==> src/rtl/mem_stage_pkg.sv <==
`default_nettype none
// ============================================================================
//  Module      : mem_stage_pkg
//  Description : Shared encodings for the memory stage: funct3 size/sign
//                codes, result-source select codes, and FSM state enum.
//  Revision    : 1.0  initial release
// ============================================================================
package mem_stage_pkg;

    // funct3 size/sign encodings for loads and stores
    localparam logic [2:0] c_f3_lb  = 3'b000;
    localparam logic [2:0] c_f3_lh  = 3'b001;
    localparam logic [2:0] c_f3_lw  = 3'b010;
    localparam logic [2:0] c_f3_lbu = 3'b100;
    localparam logic [2:0] c_f3_lhu = 3'b101;
    localparam logic [2:0] c_f3_sb  = 3'b000;
    localparam logic [2:0] c_f3_sh  = 3'b001;
    localparam logic [2:0] c_f3_sw  = 3'b010;

    // Write-back result source select
    localparam logic [1:0] c_res_alu = 2'b00;
    localparam logic [1:0] c_res_mem = 2'b01;
    localparam logic [1:0] c_res_pc4 = 2'b10;

    // Memory stage sequencing
    typedef enum logic [0:0] {
        ST_IDLE    = 1'b0,
        ST_WAIT_RD = 1'b1
    } mem_state_e;

    // Size decode: low two funct3 bits give byte/half; anything else is a word
    function automatic logic f3_is_byte(input logic [2:0] f3);
        return (f3[1:0] == 2'b00);
    endfunction

    function automatic logic f3_is_half(input logic [2:0] f3);
        return (f3[1:0] == 2'b01);
    endfunction

endpackage
`default_nettype wire

==> src/rtl/lsu_align.sv <==
`default_nettype none
// ============================================================================
//  Module      : lsu_align
//  Description : Combinational lane logic. Store side builds byte enables
//                and replicated write data; load side selects the addressed
//                byte/half and sign- or zero-extends it. Also flags
//                misaligned half/word accesses.
//  Revision    : 1.0  initial release
// ============================================================================
module lsu_align
    import mem_stage_pkg::*;
(
    input  logic [1:0]  addr_lo,
    input  logic [2:0]  mem_ctrl,
    input  logic [31:0] store_data,
    input  logic [31:0] load_word,
    output logic [3:0]  byte_en,
    output logic [31:0] store_lane,
    output logic [31:0] load_data,
    output logic        misalign
);

    logic       w_byte;
    logic       w_half;
    logic       w_unsigned;
    logic [7:0] w_sel_byte;
    logic [15:0] w_sel_half;

    // Pick the addressed byte and half out of the returned word
    always_comb begin
        w_sel_byte = load_word[7:0];
        case (addr_lo)
            2'd0: w_sel_byte = load_word[7:0];
            2'd1: w_sel_byte = load_word[15:8];
            2'd2: w_sel_byte = load_word[23:16];
            2'd3: w_sel_byte = load_word[31:24];
            default: w_sel_byte = load_word[7:0];
        endcase
        w_sel_half = addr_lo[1] ? load_word[31:16] : load_word[15:0];
    end

    assign w_byte     = f3_is_byte(mem_ctrl);
    assign w_half     = f3_is_half(mem_ctrl);
    assign w_unsigned = mem_ctrl[2];

    // Lane steering and extension; unlisted funct3 codes fall to word handling
    always_comb begin
        byte_en    = 4'b1111;
        store_lane = store_data;
        load_data  = load_word;
        misalign   = 1'b0;
        if (w_byte) begin
            byte_en    = 4'b0001 << addr_lo;
            store_lane = {4{store_data[7:0]}};
            load_data  = w_unsigned ? {24'd0, w_sel_byte}
                                    : {{24{w_sel_byte[7]}}, w_sel_byte};
        end else if (w_half) begin
            misalign   = addr_lo[0];
            byte_en    = 4'b0011 << addr_lo;
            store_lane = {2{store_data[15:0]}};
            load_data  = w_unsigned ? {16'd0, w_sel_half}
                                    : {{16{w_sel_half[15]}}, w_sel_half};
        end else begin
            misalign   = (addr_lo != 2'b00);
        end
    end

endmodule
`default_nettype wire

==> src/rtl/mem_stage.sv <==
`default_nettype none
// ============================================================================
//  Module      : mem_stage
//  Description : Pipeline memory stage. Issues data-memory requests, stalls
//                the upstream pipe while waiting for grant / read data, and
//                registers the M->W pipeline values (bubble while stalled).
//  Revision    : 1.0  initial release
// ============================================================================
module mem_stage
    import mem_stage_pkg::*;
#(
    parameter int DATA_WIDTH = 32
) (
    input  logic                  clk,
    input  logic                  rst_n,
    // M-stage inputs
    input  logic [DATA_WIDTH-1:0] ALUResultM,
    input  logic [DATA_WIDTH-1:0] WriteDataM,
    input  logic [4:0]            RdM,
    input  logic [DATA_WIDTH-1:0] PCPlus4M,
    input  logic                  RegWriteM,
    input  logic [1:0]            ResultSrcM,
    input  logic                  MemWriteM,
    input  logic                  MemReadM,
    input  logic [2:0]            MemCtrlM,
    // Data memory
    output logic                  DMemReq,
    output logic                  DMemWe,
    output logic [31:0]           DMemAddr,
    output logic [31:0]           DMemWData,
    output logic [3:0]            DMemBe,
    input  logic                  DMemGnt,
    input  logic                  DMemRValid,
    input  logic [31:0]           DMemRData,
    // Hazard
    output logic                  StallM,
    // W-stage outputs
    output logic [DATA_WIDTH-1:0] ALUResultW,
    output logic [DATA_WIDTH-1:0] ReadDataW,
    output logic [4:0]            RdW,
    output logic [DATA_WIDTH-1:0] PCPlus4W,
    output logic                  RegWriteW,
    output logic [1:0]            ResultSrcW,
    output logic                  MisalignW
);

    mem_state_e  r_state;
    logic        w_is_mem;
    logic        w_is_load;
    logic        w_misalign;
    logic        w_req;
    logic        w_stall;
    logic        w_rd_done;
    logic [31:0] w_load_data;

    lsu_align u_lsu_align (
        .addr_lo    (ALUResultM[1:0]),
        .mem_ctrl   (MemCtrlM),
        .store_data (WriteDataM),
        .load_word  (DMemRData),
        .byte_en    (DMemBe),
        .store_lane (DMemWData),
        .load_data  (w_load_data),
        .misalign   (w_misalign)
    );

    // A store wins when both read and write are asserted
    assign w_is_mem  = MemReadM | MemWriteM;
    assign w_is_load = MemReadM & ~MemWriteM;
    assign w_rd_done = (r_state == ST_WAIT_RD) & DMemRValid;

    // Request/stall decode; both forced low while reset is held
    always_comb begin
        w_req   = 1'b0;
        w_stall = 1'b0;
        if (rst_n) begin
            if (r_state == ST_IDLE) begin
                w_req   = w_is_mem & ~w_misalign;
                w_stall = w_req & (~DMemGnt | w_is_load);
            end else begin
                w_stall = ~DMemRValid;
            end
        end
    end

    assign DMemReq  = w_req;
    assign DMemWe   = MemWriteM;
    assign DMemAddr = {ALUResultM[31:2], 2'b00};
    assign StallM   = w_stall;

    // Sequencer: IDLE -> WAIT_RD on a granted load, back on read data
    always_ff @(posedge clk or negedge rst_n) begin
        if (!rst_n) begin
            r_state <= ST_IDLE;
        end else begin
            case (r_state)
                ST_IDLE:    if (w_req & DMemGnt & w_is_load) r_state <= ST_WAIT_RD;
                ST_WAIT_RD: if (DMemRValid)                  r_state <= ST_IDLE;
                default:                                     r_state <= ST_IDLE;
            endcase
        end
    end

    // M->W pipeline register; loads a bubble while the stage is stalled
    always_ff @(posedge clk or negedge rst_n) begin
        if (!rst_n) begin
            ALUResultW <= '0;
            ReadDataW  <= '0;
            RdW        <= '0;
            PCPlus4W   <= '0;
            RegWriteW  <= 1'b0;
            ResultSrcW <= '0;
            MisalignW  <= 1'b0;
        end else if (w_stall) begin
            ALUResultW <= '0;
            ReadDataW  <= '0;
            RdW        <= '0;
            PCPlus4W   <= '0;
            RegWriteW  <= 1'b0;
            ResultSrcW <= '0;
            MisalignW  <= 1'b0;
        end else begin
            ALUResultW <= ALUResultM;
            ReadDataW  <= w_rd_done ? w_load_data : '0;
            RdW        <= RdM;
            PCPlus4W   <= PCPlus4M;
            RegWriteW  <= RegWriteM & ~(w_is_mem & w_misalign);
            ResultSrcW <= ResultSrcM;
            MisalignW  <= w_is_mem & w_misalign;
        end
    end

endmodule
`default_nettype wire

==> config.mk <==
export PLATFORM = sky130hd
export DESIGN_NAME = mem_stage
export DESIGN_NICKNAME = d
export VERILOG_FILES = /design/src/rtl/mem_stage_pkg.sv /design/src/rtl/lsu_align.sv /design/src/rtl/mem_stage.sv
export SDC_FILE = /design/constraint.sdc
export NUM_CORES = 1
export LEC_CHECK = 0
export CAP_MARGIN = 20
export CORE_AREA = 2 2 126 128
export CTS_CLUSTER_SIZE = 30
export DETAILED_ROUTE_END_ITERATION = 7
export DIE_AREA = 0 0 128 130
export GPL_TIMING_DRIVEN = 0
export PLACE_DENSITY = 0.84
export SYNTH_ARGS = -nofsm -noshare
export SYNTH_HDL_FRONTEND = slang
export SYNTH_SLANG_ARGS = --single-unit
==> constraint.sdc <==
create_clock -name clk -period 8 [get_ports clk]
set_input_delay 1.6 -clock clk [delete_from_list [all_inputs] [get_ports clk]]
set_output_delay 1.6 -clock clk [all_outputs]
set_load 0.05 [all_outputs]
==> summary.md <==
| Metric | Value |
|---|---|
| Layout cells sized above 1 | 10.93% |
| Largest family of logic cells by synthesized area | simple AND/OR/NAND/NOR gates |
| PD cells | 178.0 mW/mm² |
| Final period util | between 80% and 90% |
| Post-synth ARST share | 100.0% |
| Setup TNS Final | 0 ns |
| Hold Path Class | register to register |
| Post-synth EDFFs | 0 |
| Hold Buf Count CTS | 0 |
| Flops & latches, synth | 106 |
| Final setup violation count | 0 |
| Register clock-pin slew on the reported worst setup and hold paths | 0.08 ns |
| Most frequent cell after synthesis | dfrtp_1 |
| Worst hold slack | 0.6017 ns |
| Routed len/inst | 17.34 µm |
| NetSw | 0.0005472 W |
| Hold path cells | 2 |
| Fin area | 0.008676 mm² |
| Setup crit end kind | output pin |
| Leading area contributor after synthesis | dfrtp_1 |
| Count of boundary I/O pins | 321 |
| RSZ-0062 raised after global routing | no |
| Dpl cell area | between 0.008 and 0.009 mm² |
| Setup Buffers After CTS | 0 |
| Die ar. | 0.01664 mm² |
| Sw Share | a little over a third |
| Area growth from synthesis to layout | 76.80% |
| Final hold viol count | 0 |
| Final Max Tran Viols | 0 |
| Compound-Gate Fraction of Synth Area | 11.12% |
| Fillers | 1309 |
| TritonCTS clock tree | built |
| Row count | 46 |
| Worst r2r path cells | 4 |
| FF-to-FF End | ReadDataW[26] |
| Synth top area cells | dfrtp_1, and2_1, buf_4 |
| Critical path class | input port to output pin |
| Nets | roughly 950 |
| Average via count per standard cell | about 4.7 |
| Synth top cells by count | dfrtp_1, and2_1, nand2_1 |
| Reg2reg start | r_state |
| Initial antenna violation count | 0 |
| Clk Latency, worst-skew pair | 0.36 ns |
| Worst EP arrival | just over 5 ns |
| Vias in the first global route | 4666 |
| Crit path launch type | input port |
| Cell Area, Synth | between 0.004 and 0.005 mm² |
| Leakage Power | ~3.8 nW |
| Crit. Startpoint | ALUResultM[1] |
| Post-Synth Adder-Cell Area | 1.020% |
| Fmax | 148.3 MHz |
| Global-route wire length before repair | between 20000 and 30000 µm |
| Status | completed |
| Combinational power share | 33.1% |
| Maxcap violations | 0 |
| Vias | 4683 |
| Simple-Gate Fraction of Synth Area | 17.75% |
| Power, Total | 0.001544 W |
| CTS resizes | 0 |
| Finished Core Util | 56.25% |
| Detailed-route DRC error count | 0 |
| CTS max path bufs | 2 |
| DRT Pass-1 Iters | 5 |
| Internal power | between 0.0009 and 0.001 W |
| Max H-tree Level | 3 |
| Top Family by Delay on Critical Path | buffers and inverters |
| Cells after synthesis | about 470 |
| Ys Warns | 0 |
| Area fraction of the dominant cell type after synthesis | 54.05% |
| Port-buffer cells | 318 |
| Detailed Place HPWL | between 10000 and 15000 µm |
| WP buf/inv | 8 |
| Pin count of the biggest net entering global routing | 65 |
| Placer Congestion | 0.8422 |
| Die outline width | 128 µm |
| CP required | 6.40 ns |
| CP peak stage delay | just under 0.7 ns |
| Flop pwr share | 37.2% |
| Ant. Diodes | 0 |
| Worst-margin pin slew | 0.7081 ns |
| Ordered list of cells on the worst path | clkdlybuf4s50_1 -> buf_4 -> clkbuf_1 -> inv_1 -> ha_1 -> buf_2 -> nor2b_1 -> nor4_4 -> a21oi_4 -> buf_6 -> inv_1 -> clkdlybuf4s50_1 |
| Xor/xnor share of the synthesized area | 0% |
| Final critical-path required period | between 6 and 7 ns |
| Core Area | approximately 0.015 mm² |
| Clock share of power | 29.7% |
| Proportion of synthesized area in mux cells | under 10% |
| Worst VDD drop | 93.60 µV |
| Die height | 130 µm |
| Worst path depth | 12 |
| GRT overflow | 0 |
| Synth Flop Type | dfrtp_1 |
| Max FO, Critical Path | 10 |
| Root buffer cell | clkbuf_16 |
| Worst path slowest cell | clkdlybuf4s50_1 |
| Register-to-Register Setup Slack | 6.24 ns |
| Syn Area/Cell | 10.46 µm² |
| Rel. slew slack | 52.80% |
| Final antenna-violating net count | 0 |
| Tot GR Track Use | between 20% and 30% |
| CTS Buf Count | 9 |
| Initial Utilization | between 30% and 40% |
| Setup Skew | 0.009831 ns |
| Clock Sinks | 106 |
| Sequential area share after synthesis | 54.05% |
| CP Capture Point | StallM |
| Post-synthesis cell type count | 36 |
| Initial DRC Count | between 300 and 400 |
| Final wirelength | 17280 µm |
power by group through the flow:
stage | Clock, W | Sequential [W] | Combinational, W
6_report | 0.000459 | 0.000574 | 0.000511
5_1_grt | 0.000494 | 0.000577 | 0.000535
4_1_cts | 0.000472 | 0.000575 | 0.000515
3_5_place_dp | 0 | 0.000585 | 0.000513
3_3_place_gp | 0 | 0.000584 | 0.000506
2_1_floorplan | 0 | 0.000698 | 0.000175
through the flow:
step	instances	setup slack, ns
finish	997	1.256
global route	997	1.022
CTS	997	1.249
detailed placement	981	1.251
global placement	980	-1.280
floorplan	470	2.517
layer usage:
metal / track usage (%) / vias to the layer above / part of all wire, %
met4: 9.632 / 0 / 3.5
met2: 37.75 / 285 / 52
li1: - / 2171 / -
met1: 20.68 / 2187 / 35
met3: 5.699 / 40 / 8.7
met5: 0 / - / 0
worst min-delay path by stage:
stage | startpoint | to | slack, ns
2_1_floorplan | r_state | r_state | 0.53
3_3_place_gp | r_state | r_state | 0.56
3_5_place_dp | r_state | r_state | 0.59
4_1_cts | r_state | r_state | 0.60
5_1_grt | r_state | r_state | 0.64
6_report | r_state | r_state | 0.60
cells by family (layout without fill, tap and decap cells):
group | after synthesis | after routing
simple gates | 154 | 154
fa+ha+maj | 4 | 4
flops | 106 | 106
other cells | 1 | 2
buf+inv | 100 | 435
compound gates | 87 | 87
mux | 17 | 17
cells in the final DEF (no fill, tap or decap), types with 9 or more instances in the layout:
cell type        Yosys  routed
nand2_1             44      44
and2_1              73      73
nand2b_1            11      11
o21ai_0             11      11
clkbuf_16            0       9
inv_1               29      29
dfrtp_1            106     106
buf_2                9       9
buf_4               42      43
clkdlybuf4s50_1      0     317
mux2i_1              9       9
a21oi_1             39      39
and3_1               9       9
o22ai_1              9       9
state kept, by name (all words and copies together) (netlist names):
| signal | flops |
|---|---|
| RegWriteW | 1 |
| MisalignW | 1 |
| ALUResultW | 32 |
| ResultSrcW | 2 |
| r_state | 1 |
| PCPlus4W | 32 |
| ReadDataW | 32 |
| RdW | 5 |
area by class of cell:
cell class / count / area (µm²) / area share, %
Tap cell: 192 / 240.2 / 2.769
Multi-Input combinational cell: 264 / 1654 / 19.07
Clock inverter: 7 / 91.34 / 1.053
Buffer: 71 / 495.5 / 5.711
Sequential cell: 106 / 2653 / 30.57
Clock buffer: 9 / 225.2 / 2.596
Inverter: 29 / 108.9 / 1.255
Timing Repair Buffer: 319 / 3208 / 36.98
worst reg2reg max path, stage by stage (launching register included):
cell and delay [ns]:
dfrtp_1 0.41, nand2_1 0.27, nand4b_1 0.52, buf_2 0.33, a21oi_1 0.15
Note: power is estimated with default switching activity, not from simulation.
